<file path="config.mk">
export PLATFORM = sky130hd
export DESIGN_NAME = uart16550_tx_fifo
export DESIGN_NICKNAME = d
export VERILOG_FILES = /design/src/rtl/uart16550_pkg.sv /design/src/rtl/uart16550_fifo_ram.sv /design/src/rtl/uart16550_tx_fifo.sv
export SDC_FILE = /design/constraint.sdc
export NUM_CORES = 1
export LEC_CHECK = 0
export ABC_AREA = 1
export BUFFER_PORTS_ARGS = -buffer_cell sky130_fd_sc_hd__buf_4
export CORE_ASPECT_RATIO = 0.7
export CORE_MARGIN = 4
export CORE_UTILIZATION = 50
export CTS_CLUSTER_SIZE = 24
export DETAILED_ROUTE_END_ITERATION = 8
export PLACE_DENSITY = 0.74
export RECOVER_POWER = 50
export SETUP_SLACK_MARGIN = 0.15
export SYNTH_ARGS = -nofsm -noshare
export SYNTH_HDL_FRONTEND = slang
export SYNTH_SLANG_ARGS = --single-unit
</file>
<file path="constraint.sdc">
create_clock -name clk_i -period 7.33 [get_ports clk_i]
set_clock_uncertainty 0.1 [all_clocks]
set_input_delay 1.466 -clock clk_i [delete_from_list [all_inputs] [get_ports clk_i]]
set_output_delay 1.466 -clock clk_i [all_outputs]
set_load 0.1 [all_outputs]
</file>
<file path="src/rtl/uart16550_pkg.sv">
// Shared UART16550 types and sizing constants, imported by the FIFO blocks
// and by the register file that decodes FCR writes.
package uart16550_pkg;

  localparam int UART16550_TX_FIFO_DEPTH = 16;

  // FCR layout, MSB first. The register file turns fifo_en into fifo_en_i
  // and a write with tx_clr set into the single-cycle clr_i strobe.
  typedef struct packed {
    logic [1:0] rx_trig;
    logic [1:0] reserved;
    logic       dma_mode;
    logic       tx_clr;
    logic       rx_clr;
    logic       fifo_en;
  } fcr_t;

endpackage : uart16550_pkg

</file>
<file path="src/rtl/uart16550_fifo_ram.sv">
// DEPTH x WIDTH byte store with one synchronous write port and a
// combinational read port; shared by the TX and RX FIFOs.
module uart16550_fifo_ram #(
  parameter int DEPTH = 16,
  parameter int WIDTH = 8,
  localparam int AW   = $clog2(DEPTH)
) (
  input  logic             clk_i,
  input  logic             we_i,
  input  logic [AW-1:0]    waddr_i,
  input  logic [WIDTH-1:0] wdata_i,
  input  logic [AW-1:0]    raddr_i,
  output logic [WIDTH-1:0] rdata_o
);

  logic [WIDTH-1:0] mem_q [DEPTH];

  // NOTE: storage has no reset; every readable slot is written before the
  // pointers expose it, and a reset term would stop this mapping to RAM.
  always_ff @(posedge clk_i) begin
    if (we_i) mem_q[waddr_i] <= wdata_i;
  end

  assign rdata_o = mem_q[raddr_i];

endmodule : uart16550_fifo_ram

</file>
<file path="src/rtl/uart16550_tx_fifo.sv">
// 16550 transmit holding FIFO: FWFT head byte plus THRE/TEMT status.
// Define UART16550_TX_OVERFLOW_EN to build the sticky write-while-full flag.
module uart16550_tx_fifo
  import uart16550_pkg::*;
#(
  parameter int DEPTH = UART16550_TX_FIFO_DEPTH,
  localparam int AW   = $clog2(DEPTH),
  localparam int LW   = AW + 1
) (
  input  logic          clk_i,
  input  logic          rst_ni,
  input  logic          fifo_en_i,
  input  logic          clr_i,
  input  logic          push_i,
  input  logic [7:0]    d_i,
  input  logic          pop_i,
  output logic [7:0]    q_o,
  output logic          empty_o,
  output logic          full_o,
  input  logic          sr_empty_i,
  output logic          temt_o,
  output logic [LW-1:0] level_o,
  output logic          overflow_o
);

  localparam logic [LW-1:0] DEPTH_L = LW'(DEPTH);

  logic [AW-1:0] wr_ptr_q, wr_ptr_d;
  logic [AW-1:0] rd_ptr_q, rd_ptr_d;
  logic [LW-1:0] level_q, level_d;
  logic          fifo_en_q;
  logic          flush, push_acc, pop_acc;
  logic [7:0]    rdata;

  // A mode change empties the FIFO, so effective depth only ever shrinks
  // while the FIFO is already empty.
  assign flush    = clr_i | (fifo_en_i != fifo_en_q);
  assign empty_o  = (level_q == '0);
  assign full_o   = fifo_en_i ? (level_q >= DEPTH_L) : !empty_o;
  assign push_acc = push_i & (~full_o | pop_i) & ~flush;
  assign pop_acc  = pop_i & ~empty_o & ~flush;

  // NOTE: always_comb assigns every output a default first so no path
  // leaves a signal unassigned and infers a latch.
  always_comb begin
    wr_ptr_d = wr_ptr_q;
    rd_ptr_d = rd_ptr_q;
    level_d  = level_q;
    if (flush) begin
      wr_ptr_d = '0;
      rd_ptr_d = '0;
      level_d  = '0;
    end else begin
      if (push_acc) wr_ptr_d = wr_ptr_q + AW'(1);
      if (pop_acc)  rd_ptr_d = rd_ptr_q + AW'(1);
      level_d = level_q + LW'(push_acc) - LW'(pop_acc);
    end
  end

  // NOTE: state registers use non-blocking assignments so every flop
  // samples the pre-edge values regardless of statement order.
  always_ff @(posedge clk_i) begin
    if (!rst_ni) begin
      wr_ptr_q  <= '0;
      rd_ptr_q  <= '0;
      level_q   <= '0;
      fifo_en_q <= 1'b0;
    end else begin
      wr_ptr_q  <= wr_ptr_d;
      rd_ptr_q  <= rd_ptr_d;
      level_q   <= level_d;
      fifo_en_q <= fifo_en_i;
    end
  end

  uart16550_fifo_ram #(
    .DEPTH (DEPTH),
    .WIDTH (8)
  ) u_ram (
    .clk_i   (clk_i),
    .we_i    (push_acc),
    .waddr_i (wr_ptr_q),
    .wdata_i (d_i),
    .raddr_i (rd_ptr_q),
    .rdata_o (rdata)
  );

  assign q_o     = empty_o ? 8'h00 : rdata;
  assign temt_o  = empty_o & sr_empty_i;
  assign level_o = level_q;

`ifdef UART16550_TX_OVERFLOW_EN
  logic overflow_q, overflow_d;

  always_comb begin
    overflow_d = overflow_q;
    if (flush)                             overflow_d = 1'b0;
    else if (push_i & full_o & ~pop_i)     overflow_d = 1'b1;
  end

  always_ff @(posedge clk_i) begin
    if (!rst_ni) overflow_q <= 1'b0;
    else         overflow_q <= overflow_d;
  end

  assign overflow_o = overflow_q;
`else
  assign overflow_o = 1'b0;
`endif

endmodule : uart16550_tx_fifo

</file>
======== Word level (Yosys, flattened, before mapping) ========
Memories as Yosys holds them, arrays and structs flattened. A register that Yosys moved wholly into a read port is not among the register bits.
Cells that the tools add are included.
word-level totals
  memories ................................ 1
  bits in registers ....................... 14
  output and inout bits ................... 17
  memory bits (writable) .................. 128
cells by class
  reduce and logical (&&, ||, !) cells .... 3
  eq/ne operators ......................... 1
  $lt $le $gt $ge ......................... 1
  bitwise gates (word level) .............. 11
  multiplexer cells ....................... 6
  $add $sub $neg .......................... 4
memories
  memory       depth  bits a word  rd ports  clocked after Yosys merged registers in  wr ports  RTL line                  source
  u_ram.mem_q  16     8            1         1                                        1         uart16550_fifo_ram.sv:16  logic [WIDTH-1:0] mem_q [DEPTH];
operator list
  cell                                                            number
  4-bit by 1-bit adder with 4-bit output (second input constant)  2
  4-bit two-way mux                                               2
  8-bit two-way mux                                               1
  5-bit by 1-bit adder with 5-bit output                          1
  1-bit bitwise AND                                               5
  5-bit greater-or-equal comparator (second input constant)       1
  5-bit logical NOT                                               1
  5-bit by 1-bit subtractor with 5-bit output                     1
  1-bit NOT                                                       4
  1-bit two-way mux                                               3
  1-bit bitwise OR                                                2
  2-bit OR reduction                                              1
  1-bit logical NOT                                               1
  1-bit != test                                                   1

======== Longest topological paths before layout ========
  word-level depth ........................ 9
  mapped depth ............................ 13
  depth with buffers taken out ............ 13

======== Cells and area by module ========
A second synthesis with hierarchy kept.
second synthesis, totals
  cell total of the unflattened synthesis .. 671
  area total of the unflattened synthesis .. 6557.5 um^2
modules (own cells, without submodules)
  module              times used  cells an instance  area an instance (um^2)
  uart16550_fifo_ram  1           543                5606.6
  uart16550_tx_fifo   1           128                950.9

======== Worst setup path after synthesis ========
OpenSTA, ideal clock, no wires.
  kind .................................... flip-flop to output port
  start ................................... reg level_q[2] (netlist: level_o[2])
  end ..................................... out full_o
  buffers on the path ..................... 0
  arrival ................................. 4052 ps
  slack ................................... 1712 ps
  data required time ...................... 5764 ps
  cell stages (with the launch flop) ...... 6
  path through ............................ dfxtp_1 inv_1 ha_1 nand3_1 clkinv_1 a21oi_1
on the way
  word-level cells in the longest chain between the ends .. 3
ends and longest elaborated chain
  element                 RTL line                 source
  from (decl)             uart16550_tx_fifo.sv:30  logic [LW-1:0] level_q, level_d;
  from (signal assigned)  uart16550_tx_fifo.sv:71  level_q <= level_d;
  5-bit logical NOT       uart16550_tx_fifo.sv:38  assign empty_o = (level_q == '0);
  named net empty_o       uart16550_tx_fifo.sv:18  output logic empty_o,
  1-bit logical NOT       uart16550_tx_fifo.sv:39  assign full_o = fifo_en_i ? (level_q >= DEPTH_L) : !empty_o;
  1-bit two-way mux       uart16550_tx_fifo.sv:39
  to (decl)               uart16550_tx_fifo.sv:19  output logic full_o,
The timed path passes the listed nets, and every way through them passes these cells.

==> results by stage <==
Setup path:
- The start-to-end type of the worst setup path is reg2out.
- Counting cells, the worst reg-to-reg path comes to 13.
- The nature of the critical path startpoint is a flip-flop.
- The peak fanout along the critical path is 65.
- The arrival time at the worst endpoint is 3.05 ns.
- The worst setup path is captured at an output port.
- The required time at the endpoint of the critical path is 5.76 ns.

Detailed routing:
- The number of search-and-repair iterations in the first detailed-routing pass is 5.
- The number of vias after detailed routing is 4493.
- After detailed routing, the total wire length is ~15000 um.
- The routed wire length per instance is ~18 um.
- For this run, design rule violations remaining after detail routing come to 0.
- The number of nets with antenna violations after routing is 0.
- The via count normalized by instance count is 5.33.
- The first routing iteration left 452 violations.

STA:
- Setup violations remaining at the end of the flow were counted as 0.
- The highest attainable clock frequency is 0.217 GHz.
- On the final layout, the worst hold slack is 0.422 ns.
- The worst pin sits at a relative slew slack of 0.169.
- Setup repair after global routing left no endpoint under its margin.
- The final setup TNS is 0 ns.
- The number of pins with negative max-slew slack in the final report is 0.
- Subtracting the final worst setup slack from the clock period gives 4.61 ns.
- The count of final hold-check violations was 0.
- The post-route fraction of the period consumed by the critical path is 0.629.
- At the pin with the least slew margin, the transition time is approximately 1.2 ns.

Die:
- The number of primary I/O pins is 32.
- The initial utilization of the core area, before any placement, comes to 0.516.
- The die outline height is approximately 100 um.
- The number of rows created at floorplan is 34.
- The floorplan step set the die width to 144 um.
- The area of the core is between 10000 and 15000 um^2.
- The die covers approximately 15000 um^2.

Run:
- The number of max-capacitance violations reported is 0.

Global routing:
- The first global-routing pass estimated 23800 um of wire.
- The initial antenna violation count is 0.
- The via count of the first global-routing pass came to about 4.4k.
- The total congestion overflow is 0.
- Entering global routing, the biggest net connects 66 pins.
- Across every metal layer, demand over resource in global routing totals 0.215.

Synthesis:
- The Yosys step of the flow raised 0 warnings.
- In this run the cell area of the synthesized design comes to around 6500 um^2.
- The share of the yosys chip area belonging to registers is 0.649.
- The largest total area in the synthesized netlist belongs to edfxtp_1.
- Synthesis produced about 640 cells.
- The mean instance size in the synthesized netlist is 10.1 um^2.
- The post-synthesis sequential element count is ~150.
- Synthesis produced a netlist with a net count of 669.
- Of the post-synthesis cell area, the dominant cell type holds 0.594.
- Synthesis instantiated 27 different standard cells from the library.
- In the post-synthesis netlist, the biggest area contributors are edfxtp_1 59%, nand2_1 12%, nand3_1 6.7%, dfxtp_1 5.6%, inv_1 5.2%.

Clocking:
- Counting every sink on the clock net gives between 100 and 150.
- The clock transition at the registers of the reported paths is 0.06 ns.
- The cell sitting at the root of the clock tree is a clkbuf_16.
- In this run the number of H-tree levels came out at 4.
- Buffers inserted to repair hold after CTS numbered 0.
- The CTS buffer count is 17.
- The TritonCTS clock tree is yes.
- The later-pin clock latency in the skew report is 0.41 ns.
- The number of buffers inserted to repair setup after CTS is 0.
- The clock passes through at most 2 buffers.
- The post-cts gate resize count is 0.

Run status:
- The flow ran to the end, and the final reports show no timing, DRC or antenna violations.

Layout:
- The core occupancy in the finished layout is 0.586.
- The final layout contains around 700 nets.
- The number of diodes is 0.
- From synthesis to final layout, the design area changed by 13.6%.
- In the final layout, the share of cells above drive strength 1 is 0.0910.
- Once layout is done, the placed cells without fillers occupy 7360 um^2.
- Counting the fill cells in the layout gives ~1k.

Place:
- Routability-driven placement finished with a final weighted congestion of 0.880.
- In this run the cell area measured after placement is 6790 um^2.
- Buffers placed on the I/O ports in this run total 30.
- The detailed-placement wirelength estimate is 9330 um.

Hold path:
- The path class of the lowest-slack min-delay path is reg2reg.
- The worst hold path was traced through 2 stages.

Power and ir drop:
- Across the VDD grid, the largest voltage drop is 198 uV.
- The reported leakage power is 3.02 nW.
- Dividing total power by cell area gives a power density of 257 nW/um^2.
[critical path, cell delays in order (launching register included)]
cell	delay [ns]
dfxtp_2	0.31
buf_4	0.33
inv_2	0.87
nand2_1	0.12
nand2_1	0.16
nand2_1	0.07
nand3_1	0.09
nand3_1	0.09
a21oi_1	0.20
buf_4	0.33
[cell families (layout without fill, tap and decap cells)]
| group | Yosys count | after routing | synth area share |
|---|---|---|---|
| XOR/XNOR | 5 | 5 | 0.00676 |
| flip-flops | 146 | 146 | 0.649 |
| AND/OR/NAND/NOR | 332 | 332 | 0.222 |
| adder cells (fa/ha/maj) | 12 | 12 | 0.0243 |
| AO/OA/AOI/OAI | 26 | 26 | 0.0205 |
| buffers and inverters | 120 | 159 | 0.0765 |
| other | 1 | 1 | 0.000579 |
[per-layer routing]
metal	vias to the layer above	wire length, um	global-route usage
met1	2139	6840	0.306
li1	2142	-	-
met2	183	6610	0.320
met3	29	1180	0.0597
met5	-	0	0
met4	0	365	0.0774
[cells in the mapped netlist (all sizes together)]
cell      n
a21oi    19
buf      23
clkbuf    2
clkinv    2
conb      1
dfxtp    18
edfxtp  128
fa        1
ha       11
inv      93
nand2   212
nand3    87
nand3b    2
nor2     29
nor3      2
o21ai     6
o31ai     1
xnor2     2
xor2      3
[through the flow]
step | worst slack, ns | total power [mW] | std cells
after floorplan | 1.71 | 0.954 | 642
final | 2.72 | 1.89 | 843
after global routing | 2.48 | 1.95 | 843
after CTS | 2.76 | 1.91 | 843
after global placement | 3.24 | 0.976 | 811
after detailed placement | 3.21 | 0.978 | 811
[path summary, 6_finish.rpt]
check              startpoint           to  slack [ns]
setup reg to reg   level_o[3]   level_o[4]        4.45
hold reg to reg   rd_ptr_q[3]  rd_ptr_q[3]        0.42
setup / recovery    flip-flop       q_o[7]        2.72
hold / removal    rd_ptr_q[3]  rd_ptr_q[3]        0.42
[registers in the layout, indices dropped and copies added (netlist names), named ones only]
register and flops:
level_o 5, wr_ptr_q 4, fifo_en_q 1, u_ram.mem_q 128
rd_ptr_q 4
[power by group]
part	internal, mW	total (mW)	switching (mW)
Clock	0.602	0.935	0.333
Sequential	0.906	0.907	0.00122
Combinational	0.00980	0.0498	0.0400
[cell type report]
class | count | area [um^2] | area share
well taps | 162 | 203 | 0.0275
multi-input cells | 376 | 1750 | 0.238
inverters | 95 | 362 | 0.0491
clock inverters | 14 | 211 | 0.0287
repair buffers | 32 | 195 | 0.0265
flip-flops and latches | 146 | 4210 | 0.571
clock buffers | 18 | 429 | 0.0583
[placed cells by master, fill, tap and decap left out, drive strengths merged]
| master | synthesis | routed |
|---|---|---|
| clkbuf | 2 | 30 |
| a21oi | 19 | 19 |
| xor2 | 3 | 3 |
| xnor2 | 2 | 2 |
| nand2 | 212 | 212 |
| nand3 | 87 | 87 |
| fa | 1 | 1 |
| buf | 23 | 20 |
| nand3b | 2 | 2 |
| ha | 11 | 11 |
| conb | 1 | 1 |
| dfxtp | 18 | 18 |
| o31ai | 1 | 1 |
| nor2 | 29 | 29 |
| edfxtp | 128 | 128 |
| clkinvlp | 0 | 3 |
| nor3 | 2 | 2 |
| clkinv | 2 | 8 |
| bufinv | 0 | 5 |
| o21ai | 6 | 6 |
| inv | 93 | 93 |
Power figures use the tool's default switching activity.
